File: src/rtl/lock_pkg.sv
// Shared types and constants for the combination-lock digit interface.
package lock_pkg;

    typedef enum logic [2:0] {
        IDLE  = 3'd0,
        SEND  = 3'd1,
        CHECK = 3'd2,
        FLUSH = 3'd3,
        DONE  = 3'd4
    } sender_state_t;

    localparam int             LOCK_DIGIT_W      = 4;
    localparam int             LOCK_MAX_DIGITS   = 8;
    localparam logic [3:0]     LOCK_IDLE_DIGIT   = 4'hF;
    localparam logic [23:0]    LOCK_DEFAULT_CODE = 24'h335256;

    // pos counts nibbles up from the least significant end of the packed code.
    function automatic logic [LOCK_DIGIT_W-1:0] code_nibble(
        input logic [LOCK_MAX_DIGITS*LOCK_DIGIT_W-1:0] code,
        input int                                      pos
    );
        return code[pos*LOCK_DIGIT_W +: LOCK_DIGIT_W];
    endfunction

endpackage

File: src/rtl/lock_code_sender.sv
// Sends the stored code into the lock one digit per cycle and confirms it opened.
// Define LOCK_CODE_SENDER_RETRY_EN to compile in the FLUSH state and retries up to MAX_TRIES.
module lock_code_sender
    import lock_pkg::*;
#(
    parameter logic [LOCK_MAX_DIGITS*LOCK_DIGIT_W-1:0] CODE = {8'h00, LOCK_DEFAULT_CODE},
    parameter int NUM_DIGITS   = 6,
    parameter int CHECK_CYCLES = 2,
    parameter int MAX_TRIES    = 3
)(
    input  logic                             clk,
    input  logic                             reset,
    input  logic                             start,
    input  logic                             locked,
    output logic [LOCK_DIGIT_W-1:0]          digit,
    output logic                             busy,
    output logic                             done,
    output logic                             success,
    output logic [$clog2(MAX_TRIES+1)-1:0]   attempts
);

    localparam int IDX_W = 3;
    localparam int CHK_W = $clog2(CHECK_CYCLES + 1);
    localparam int ATT_W = $clog2(MAX_TRIES + 1);

    sender_state_t             state_q, state_d;
    logic [IDX_W-1:0]          idx_q, idx_d;
    logic [CHK_W-1:0]          chk_q, chk_d;
    logic [ATT_W-1:0]          attempts_q, attempts_d;
    logic                      success_q, success_d;
    logic [LOCK_DIGIT_W-1:0]   digit_q, digit_d;
    logic                      busy_q, busy_d;
    logic                      done_q, done_d;

    always_ff @(posedge clk or posedge reset) begin
        if (reset) begin
            state_q    <= IDLE;
            idx_q      <= '0;
            chk_q      <= '0;
            attempts_q <= '0;
            success_q  <= 1'b0;
            digit_q    <= LOCK_IDLE_DIGIT;
            busy_q     <= 1'b0;
            done_q     <= 1'b0;
        end else begin
            state_q    <= state_d;
            idx_q      <= idx_d;
            chk_q      <= chk_d;
            attempts_q <= attempts_d;
            success_q  <= success_d;
            digit_q    <= digit_d;
            busy_q     <= busy_d;
            done_q     <= done_d;
        end
    end

    always_comb begin
        state_d    = state_q;
        idx_d      = idx_q;
        chk_d      = chk_q;
        attempts_d = attempts_q;
        success_d  = success_q;

        case (state_q)
            IDLE: begin
                if (start) begin
                    state_d    = SEND;
                    idx_d      = '0;
                    success_d  = 1'b0;
                    attempts_d = ATT_W'(1);
                end
            end
            SEND: begin
                if (idx_q == IDX_W'(NUM_DIGITS - 1)) begin
                    state_d = CHECK;
                    chk_d   = '0;
                end else begin
                    idx_d = idx_q + IDX_W'(1);
                end
            end
            CHECK: begin
                if (!locked) begin
                    state_d   = DONE;
                    success_d = 1'b1;
                end else if (chk_q == CHK_W'(CHECK_CYCLES - 1)) begin
                    state_d   = DONE;
                    success_d = 1'b0;
`ifdef LOCK_CODE_SENDER_RETRY_EN
                    if (attempts_q < ATT_W'(MAX_TRIES)) begin
                        state_d = FLUSH;
                    end
`endif
                end else begin
                    chk_d = chk_q + CHK_W'(1);
                end
            end
`ifdef LOCK_CODE_SENDER_RETRY_EN
            FLUSH: begin
                state_d    = SEND;
                idx_d      = '0;
                attempts_d = attempts_q + ATT_W'(1);
            end
`endif
            DONE: begin
                state_d = IDLE;
            end
            default: begin
                state_d = IDLE;
            end
        endcase

        // Outputs are derived from the next state so they line up with it once registered.
        digit_d = LOCK_IDLE_DIGIT;
        if (state_d == SEND) begin
            digit_d = code_nibble(CODE, NUM_DIGITS - 1 - int'(idx_d));
        end
        busy_d = (state_d != IDLE);
        done_d = (state_d == DONE);
    end

    assign digit    = digit_q;
    assign busy     = busy_q;
    assign done     = done_q;
    assign success  = success_q;
    assign attempts = attempts_q;

endmodule

File: config.mk
export PLATFORM = sky130hd
export DESIGN_NAME = lock_code_sender
export DESIGN_NICKNAME = d
export VERILOG_FILES = /design/src/rtl/lock_pkg.sv /design/src/rtl/lock_code_sender.sv
export SDC_FILE = /design/constraint.sdc
export NUM_CORES = 1
export LEC_CHECK = 0
export BUFFER_PORTS_ARGS = -buffer_cell sky130_fd_sc_hd__buf_2
export CORE_UTILIZATION = 30
export CTS_CLUSTER_DIAMETER = 50
export CTS_CLUSTER_SIZE = 14
export DETAILED_ROUTE_END_ITERATION = 6
export GPL_TIMING_DRIVEN = 1
export PLACE_DENSITY_LB_ADDON = 0.1
export SLEW_MARGIN = 20
export SYNTH_ARGS = -nofsm -noshare
export SYNTH_HDL_FRONTEND = slang
export SYNTH_SLANG_ARGS = --single-unit
File: constraint.sdc
create_clock -name clk -period 5.04 [get_ports clk]
set_input_delay 1.008 -clock clk [delete_from_list [all_inputs] [get_ports clk]]
set_output_delay 1.008 -clock clk [all_outputs]
set_load 0.02 [all_outputs]
==> results.sh, run 1 <==
export IMPL_status="complete, no violations"
export IMPL_vias=533
export IMPL_clock_latency_ns=0.29
export IMPL_core_area_um2=2297
export IMPL_hpwl_um=948.3
export IMPL_met3_usage_pct=6.667
export IMPL_yosys_warnings=0
export IMPL_finalSetupViolations=0
export IMPL_skew_ns=0.004840
export IMPL_final_max_slew_violation_count=0
export IMPL_ir_worst_vdd_mv=0.3858
export IMPL_grt_antenna_before_repair=0
export IMPL_met1_usage_pct=13.04
export IMPL_slowest_stage="dfrtp_1"
export IMPL_drive_above_1_share_pct=26.58
export IMPL_critical_path_arrival_ns=2.45
export IMPL_hp_class="flop to flop"
export IMPL_p_leak_nw=0.4109
export IMPL_initial_core_util_pct=33.12
export IMPL_ctsHoldBuffers=0
export IMPL_clk_pin_slew_ns=0.09
export IMPL_utilization_pct=37.58
export IMPL_hold_viol_final=0
export IMPL_syn_avg_cell_area_um2=11.35
export IMPL_avgViaCountPerCell=4.981
export IMPL_cts_htree_levels=1
export IMPL_drt_pass1_iter_count=3
export IMPL_fin_crit_sh_pct=44.51
export IMPL_num_antenna_cells=0
export IMPL_worstPathCellList="ha_1 -> a211o_1 -> nor3_1 -> a21o_1 -> ha_1 -> nor2b_1 -> o41ai_1 -> nand2_1"
export IMPL_netlist_area_um2=760.7
export IMPL_synthCells=67
export IMPL_ys_seq_elements=16
export IMPL_busiest_layer="met2"
export IMPL_synth_distinct_cells=34
export IMPL_crit_buf_inv=0
export IMPL_worst_setup_path_type="flop to flop"
export IMPL_grt_pass1_vias=537
export IMPL_grt_use_met2_pct=19.62
export IMPL_synthesis_nets=75
export IMPL_postRouteAntennaNets=0
export IMPL_numCtsBuffers=3
export IMPL_die_area_um2=2741
export IMPL_post_route_min_period_ns=2.243
export IMPL_fin_nets=88
export IMPL_worstPathMaxFanout=6
export IMPL_worst_slew_pin_slew_ns=0.6064
export IMPL_grt_pass1_wl_um=2311
export IMPL_grt_max_degree=17
export IMPL_slew_headroom_pct=59.53
export IMPL_async_reset_ff_share_pct=100.0
export IMPL_fillers=237
export IMPL_max_stage_delay_ns=0.44
export IMPL_path_common_cell="ha_1"
export IMPL_ctsLongestPathBuffers=2
export IMPL_crit_family="compound AO/OA/AOI/OAI gates"
export IMPL_first_iter_violations=11
export IMPL_gp_congestion=0.7076
export IMPL_die_width_um=52.36
export IMPL_pin_count=13
export IMPL_cts_setup_buffers=0
export IMPL_ys_flop_type="dfrtp_1"
export IMPL_fmax_mhz=445.7
export IMPL_maxCapViolations=0
export IMPL_die_h_um=52.36
export IMPL_grt_setup_unrepaired="false"
export IMPL_portBuffers=11
export IMPL_cts_resized=0
export IMPL_root_buffer="clkbuf_4"
export IMPL_wire_per_inst_um=12.24
export IMPL_drc=0
export IMPL_cp_end_kind="flop"
export IMPL_syn_to_final_growth_pct=13.49
export IMPL_crit_path_start_kind="flop"
export IMPL_synth_edf_count=0
export IMPL_power_density_nw_per_um2=711.4
export IMPL_tns_ns=0
export IMPL_cts_sinks=16
export IMPL_tritoncts="built"
export IMPL_cp_required_ns=5.25
export IMPL_synth_yosys_seq_area_share_pct=53.29
export IMPL_globalRouteOverflowTotal=0
export IMPL_drt_wl_total_um=1310
export IMPL_track_usage_pct=12.19
export IMPL_rows=17
-- area by class of cell --
type / count / area [um2] / area share [%]
Sequential cell: 16 / 405.4 / 46.96
Multi-Input combinational cell: 42 / 309.0 / 35.80
Timing Repair Buffer: 11 / 55.05 / 6.377
Clock buffer: 4 / 36.28 / 4.203
Tap cell: 28 / 35.03 / 4.058
Inverter: 6 / 22.52 / 2.609
-- worst register-to-register path, stage by stage (launching register included) --
cell,delay (ns)
dfrtp_1,0.44
ha_1,0.26
a211o_1,0.35
nor3_1,0.35
a21o_1,0.16
ha_1,0.16
nor2b_1,0.04
o41ai_1,0.31
nand2_1,0.10
-- Yosys cell counts, types with 2 or more instances --
cell / count / area [um2]
a21o_1: 2 / 15.01
a21oi_1: 3 / 15.01
and3_1: 2 / 12.51
dfrtp_1: 12 / 300.3
dfstp_2: 4 / 105.1
ha_1: 4 / 50.05
inv_1: 6 / 22.52
nand2_1: 2 / 7.510
nand2b_1: 2 / 12.51
nand4b_1: 2 / 17.52
nor2_1: 3 / 11.26
nor3_1: 3 / 15.01
-- worst paths after layout --
check,startpoint,to,slack (ns),cells past startpoint
max in group asynchronous,reset,chk_q[0],3.87,2
min in group asynchronous,reset,idx_q[2],0.77,2
worst max register to register,idx_q[0],digit[2],2.80,8
worst max-delay path,idx_q[0],digit[2],2.80,8
worst min register to register,attempts[0],attempts[0],0.48,1
worst min-delay path,attempts[0],attempts[0],0.48,1
-- registers in the layout, indices dropped and copies added, names as in the netlist --
| name | count |
|---|---|
| state_q | 3 |
| attempts | 1 |
| digit | 4 |
| idx_q | 3 |
| success | 1 |
| busy | 1 |
| chk_q | 2 |
| done | 1 |
-- per-layer routing --
| layer | part of all wire, % | vias up |
|---|---|---|
| met5 | 0 | - |
| met4 | 0.99 | 0 |
| met3 | 6.1 | 2 |
| met2 | 44 | 12 |
| met1 | 49 | 248 |
| li1 | - | 271 |
-- logic make-up (layout without fill, tap and decap cells) --
family	after synthesis	in the layout	share of synthesized area, %
fa+ha+maj	4	4	6.579
mux	1	1	1.316
buf+inv	9	21	6.085
flops	16	16	53.29
other cells	1	1	0.4929
simple gates	19	19	14.97
compound gates	17	17	17.27
-- report_power, final --
group          leakage [nW]  total, mW  internal, mW  switching [mW]
Combinational         0.200      0.299         0.131           0.169
Sequential            0.190      0.230         0.190          0.0404
Clock                0.0210     0.0846        0.0440          0.0406
Total                 0.411      0.614         0.364           0.250
-- cell usage in the layout, fill, tap and decap left out, drive strengths merged, types with 2 or more instances in the layout --
cell type / count
a21oi: 3
clkbuf: 4
dfstp: 4
ha: 4
nor3: 3
and3: 2
o221ai: 2
nor2: 3
buf: 11
inv: 6
dfrtp: 12
nand2b: 2
a21o: 2
nand4b: 2
nand2: 2
-- through the flow --
step                      total power, mW  cells  instance area [um2]  setup WS, ns  hold WS (ns)
after floorplan                    0.4750     67                760.7         2.726        0.4573
after global placement             0.5361    103                827.0         2.538        0.4655
after detailed placement           0.5371    103                827.0         2.503        0.4578
after CTS                          0.6273    107                863.3         2.766        0.4852
after global routing               0.6783    107                863.3         2.558        0.5089
final                              0.6141    107                863.3         2.797        0.4790
No activity file was read; power rests on OpenSTA's default activity.
==> run 2, diff against run 1 <==
- clock period: 5.04 -> 1.9 ns (I/O delays scaled with it)
==> run 2 against run 1 <==
  * Non-clock buffer count up 13
  * Fmax is 24% higher
  * First-iteration DRC count fell by 45%
  * Utilization up 6.1 points
  * Via count is 9.0% higher
  * Clock skew rose by 0.0028 ns
  * Flip-flop and latch count is the same
  * Final area increased by 16%
  * Combinational power rose to 4.1 times the previous value
  * Final cell count up 12%
  * Critical path type unchanged
  * Largest power group unchanged
==> results.sh, run 2 (synthesis results as in run 1) <==
export IMPL_fin_area_um2=1003
export IMPL_layout_setup_ws_ns=0.09643
export IMPL_hpwl_um=1046
export IMPL_layout_common_cells="dfrtp_1, buf_4, buf_2"
export IMPL_fillers=236
export IMPL_p_leak_nw=0.4794
export IMPL_post_route_min_period_ns=1.804
export IMPL_die_area_um2=2741
export IMPL_fin_crit_sh_pct=94.92
export IMPL_ctsLongestPathBuffers=2
export IMPL_drt_wl_total_um=1566
export IMPL_postRouteAntennaNets=0
export IMPL_grt_antenna_before_repair=0
export IMPL_final_max_slew_violation_count=0
export IMPL_avgViaCountPerCell=4.842
export IMPL_hold_viol_final=0
export IMPL_fin_cells=120
export IMPL_grt_max_degree=17
export IMPL_track_usage_pct=13.17
export IMPL_drc=0
export IMPL_slew_headroom_pct=58.27
export IMPL_wire_per_inst_um=13.05
export IMPL_drt_pass1_iter_count=4
export IMPL_ctsHoldBuffers=0
export IMPL_grt_pass1_wl_um=2546
export IMPL_utilization_pct=43.68
export IMPL_root_buffer="clkbuf_4"
export IMPL_cp_end_kind="flop"
export IMPL_power_density_nw_per_um2=2001
export IMPL_hp_class="input port to async pin"
export IMPL_numCtsBuffers=3
export IMPL_syn_to_final_growth_pct=31.91
export IMPL_initial_core_util_pct=33.12
export IMPL_first_iter_violations=6
export IMPL_place_ws_ns=-0.008969
export IMPL_ir_worst_vdd_mv=1.245
export IMPL_fmax_mhz=554.5
export IMPL_core_area_um2=2297
export IMPL_dpl_cell_area_um2=899.6
export IMPL_rows=17
export IMPL_clk_pin_slew_ns=0.10
export IMPL_whs_ns=0.1403
export IMPL_cp_required_ns=2.13
export IMPL_die_h_um=52.36
export IMPL_gp_congestion=0.7491
export IMPL_globalRouteOverflowTotal=0
export IMPL_die_width_um=52.36
export IMPL_p_total_mw=2.008
export IMPL_tritoncts="built"
export IMPL_skew_ns=0.007637
export IMPL_num_antenna_cells=0
export IMPL_place_inst=112
export IMPL_finalSetupViolations=0
export IMPL_vias=581
export IMPL_portBuffers=11
export IMPL_critical_path_arrival_ns=2.03
export IMPL_cts_sinks=16
export IMPL_worstPathMaxFanout=3
export IMPL_worst_setup_path_type="flop to flop"
export IMPL_status="complete, no violations"
export IMPL_pin_count=13
export IMPL_tns_ns=0
export IMPL_crit_path_start_kind="flop"
export IMPL_cts_htree_levels=1
export IMPL_largest_reg_flops=4
export IMPL_fin_nets=101
export IMPL_grt_pass1_vias=613
export IMPL_maxCapViolations=0
export IMPL_worst_slew_pin_slew_ns=0.6252
export IMPL_clock_latency_ns=0.30
export IMPL_drive_above_1_share_pct=44.57
==> run 2: changes by cell type in the layout (fill, tap and decap cells not counted), sizes merged <==
cell and change:
buf +13
==> run 2: cell type report <==
class / count / area, um2 / share of cell area [%]
flip-flops and latches: 16 / 405.4 / 40.40
multi-input cells: 42 / 357.8 / 35.66
repair buffers: 24 / 156.4 / 15.59
well taps: 28 / 35.03 / 3.491
clock buffers: 4 / 26.28 / 2.618
inverters: 6 / 22.52 / 2.244
==> run 2: path summary, 6_finish.rpt <==
kind	from	endpoint	slack, ns	cells after the start
worst max-delay path	state_q[1]	digit[2]	0.1	9
worst min-delay path	reset	chk_q[1]	0.14	2
worst max register to register	state_q[1]	digit[2]	0.1	9
worst min register to register	attempts[0]	attempts[0]	0.48	1
max in group asynchronous	reset	idx_q[0]	1.35	2
min in group clk	locked	state_q[1]	0.42	3
==> run 2: report_power, final <==
| group | leakage, nW | switching, mW | internal [mW] | total [mW] |
|---|---|---|---|---|
| clock | 0.0150 | 0.117 | 0.0818 | 0.199 |
| combinational | 0.274 | 0.602 | 0.615 | 1.22 |
| sequential | 0.190 | 0.0874 | 0.504 | 0.591 |
==> run 2: worst max-delay path, stage by stage (launching register included) <==
cell and delay [ns]:
dfrtp_1 0.41, buf_4 0.15, buf_6 0.11, a211o_1 0.28
nor3_2 0.14, a21o_1 0.16, ha_4 0.15, nor2b_2 0.04
o41ai_2 0.20, nand2_1 0.08
==> run 2: repair_timing <==
action	CTS	global route
setup endpoints to repair	1	3
buffers inserted	2	2
pin swaps	1	2
gates cloned	0	0
resized for setup	0	9
==> run 2: routing by layer <==
layer	part of all wire (%)	wire length [um]	vias to the layer above	track usage (%)
li1	-	-	292	-
met4	1.7	26	0	6.140
met5	0	0	-	0
met2	44	688	12	20.68
met3	4.7	74	5	5.507
met1	49	775	272	15.38
==> run 3, diff against run 2 <==
- REMOVE_ABC_BUFFERS: unset -> 1
- clock period: 1.9 -> 1.94 ns (I/O delays scaled with it)
==> run 3 against run 2 <==
  * Routed wire length rose by 3.0%
  * Die area unchanged
  * Flip-flop and latch count is the same
  * Non-clock buffer count decreased by 1
  * Hold slack better by 0.021 ns
  * Critical path type unchanged
==> results.sh, run 3 (synthesis results as in run 1) <==
export IMPL_worst_setup_path_type="flop to flop"
export IMPL_crit_buf_inv=1
export IMPL_fin_crit_sh_pct=92.87
export IMPL_max_stage_delay_ns=0.40
export IMPL_avgViaCountPerCell=4.975
export IMPL_r2r_end="digit[1]"
export IMPL_rows=17
export IMPL_ctsHoldBuffers=0
export IMPL_core_area_um2=2297
export IMPL_syn_to_final_growth_pct=30.76
export IMPL_first_iter_violations=10
export IMPL_globalRouteOverflowTotal=0
export IMPL_p_leak_nw=0.4764
export IMPL_whs_ns=0.1609
export IMPL_p_total_mw=2.016
export IMPL_met3WireLength_um=61
export IMPL_grt_antenna_before_repair=0
export IMPL_ctsLongestPathBuffers=2
export IMPL_utilization_pct=43.30
export IMPL_highest_layer="met4"
export IMPL_fin_cells=119
export IMPL_post_route_min_period_ns=1.802
export IMPL_dr_wl_met2_um=711
export IMPL_clk_pin_slew_ns=0.10
export IMPL_worst_slew_pin_slew_ns=0.6272
export IMPL_initial_core_util_pct=33.12
export IMPL_hp_class="input port to async pin"
export IMPL_worstPathCellList="ha_2 -> buf_4 -> nand3_1 -> o211ai_1 -> a21o_1 -> ha_4 -> nand2b_1 -> o221ai_2"
export IMPL_tns_ns=0
export IMPL_portBuffers=11
export IMPL_cp_end_kind="flop"
export IMPL_num_antenna_cells=0
export IMPL_r2r_cells=8
export IMPL_fmax_mhz=555.0
export IMPL_skew_ns=0.005087
export IMPL_fin_area_um2=994.7
export IMPL_wl_met1_um=825
export IMPL_pin_count=13
export IMPL_fin_nets=100
export IMPL_cts_sinks=16
export IMPL_grt_max_degree=17
export IMPL_tritoncts="built"
export IMPL_numCtsBuffers=3
export IMPL_die_area_um2=2741
export IMPL_gp_congestion=0.7787
export IMPL_critical_path_arrival_ns=2.01
export IMPL_hpwl_um=1121
export IMPL_dpl_cell_area_um2=902.1
export IMPL_postRouteAntennaNets=0
export IMPL_finalSetupViolations=0
export IMPL_wire_per_inst_um=13.55
export IMPL_drive_above_1_share_pct=43.96
export IMPL_track_usage_pct=13.36
export IMPL_drt_pass1_iter_count=4
export IMPL_clock_latency_ns=0.29
export IMPL_hold_viol_final=0
export IMPL_final_max_slew_violation_count=0
export IMPL_place_inst=113
export IMPL_die_width_um=52.36
export IMPL_layout_common_cells="buf_4, dfrtp_1, buf_2"
export IMPL_rrSetupSlack_ns=0.14
export IMPL_drt_wl_total_um=1613
export IMPL_cts_htree_levels=1
export IMPL_maxCapViolations=0
export IMPL_status="complete, no violations"
export IMPL_grt_pass1_wl_um=2580
export IMPL_layout_commonest_cell="buf_4"
export IMPL_power_density_nw_per_um2=2026
export IMPL_layout_setup_ws_ns=0.1383
export IMPL_slew_headroom_pct=58.14
export IMPL_drc=0
export IMPL_crit_path_start_kind="flop"
export IMPL_timing_rr_start="idx_q[0]"
export IMPL_crit_family="compound AO/OA/AOI/OAI gates"
export IMPL_worstPathMaxFanout=4
export IMPL_slowest_stage="dfrtp_1"
export IMPL_grt_pass1_vias=556
export IMPL_largest_reg_flops=4
export IMPL_ir_worst_vdd_mv=1.044
export IMPL_vias=592
export IMPL_die_h_um=52.36
export IMPL_cp_required_ns=2.15
export IMPL_place_ws_ns=0.01090
export IMPL_grt_setup_unrepaired="false"
export IMPL_root_buffer="clkbuf_4"
[run 3: changes by cell type in the layout (fill, tap and decap cells not counted), sizes merged]
| cell | previous run | this run |
|---|---|---|
| buf | 24 | 23 |
[run 3: how the worst max path moves through the flow]
stage | from | to | slack (ns) | cells after the start
finish | idx_q[0] | digit[1] | 0.14 | 8
global route | idx_q[0] | digit[2] | 0.02 | 8
CTS | state_q[1] | digit[0] | 0.001 | 6
detailed placement | start | digit[0] | 0.01 | 7
global placement | start | digit[0] | 0.006 | 7
floorplan | idx_q[0] | digit[0] | 0.005 | 7
[run 3: timing repair]
action	4_1_cts	5_1_grt
gates resized for setup	0	8
endpoints found under the setup margin	0	3
buffers inserted	0	2
[run 3: per-layer routing]
| metal | vias up | track usage (%) |
|---|---|---|
| li1 | 290 | - |
| met3 | 2 | 6.087 |
| met1 | 288 | 17.38 |
| met5 | - | 0 |
| met2 | 12 | 20.25 |
| met4 | 0 | 2.632 |
[run 3: final cells by class]
type / count / area, um2
inverters: 6 / 22.52
multi-input cells: 42 / 349.1
well taps: 28 / 35.03
clock buffers: 4 / 36.28
flip-flops and latches: 16 / 406.6
fillers: 228 / 1303
repair buffers: 23 / 145.1
[run 3: worst register-to-register path, delay by kind of cell (launching register included)]
| family | cells | cell delay, ns |
|---|---|---|
| buf+inv | 1 | 0.14 |
| flops | 1 | 0.40 |
| compound gates | 3 | 0.55 |
| fa+ha+maj | 2 | 0.48 |
| simple gates | 2 | 0.15 |
[run 3: power by group]
part / switching [mW] / internal [mW] / leakage [nW] / total [mW]
logic: 0.600 / 0.617 / 0.267 / 1.22
registers: 0.0797 / 0.495 / 0.189 / 0.575
clock network: 0.109 / 0.114 / 0.0210 / 0.224
total: 0.790 / 1.23 / 0.476 / 2.02
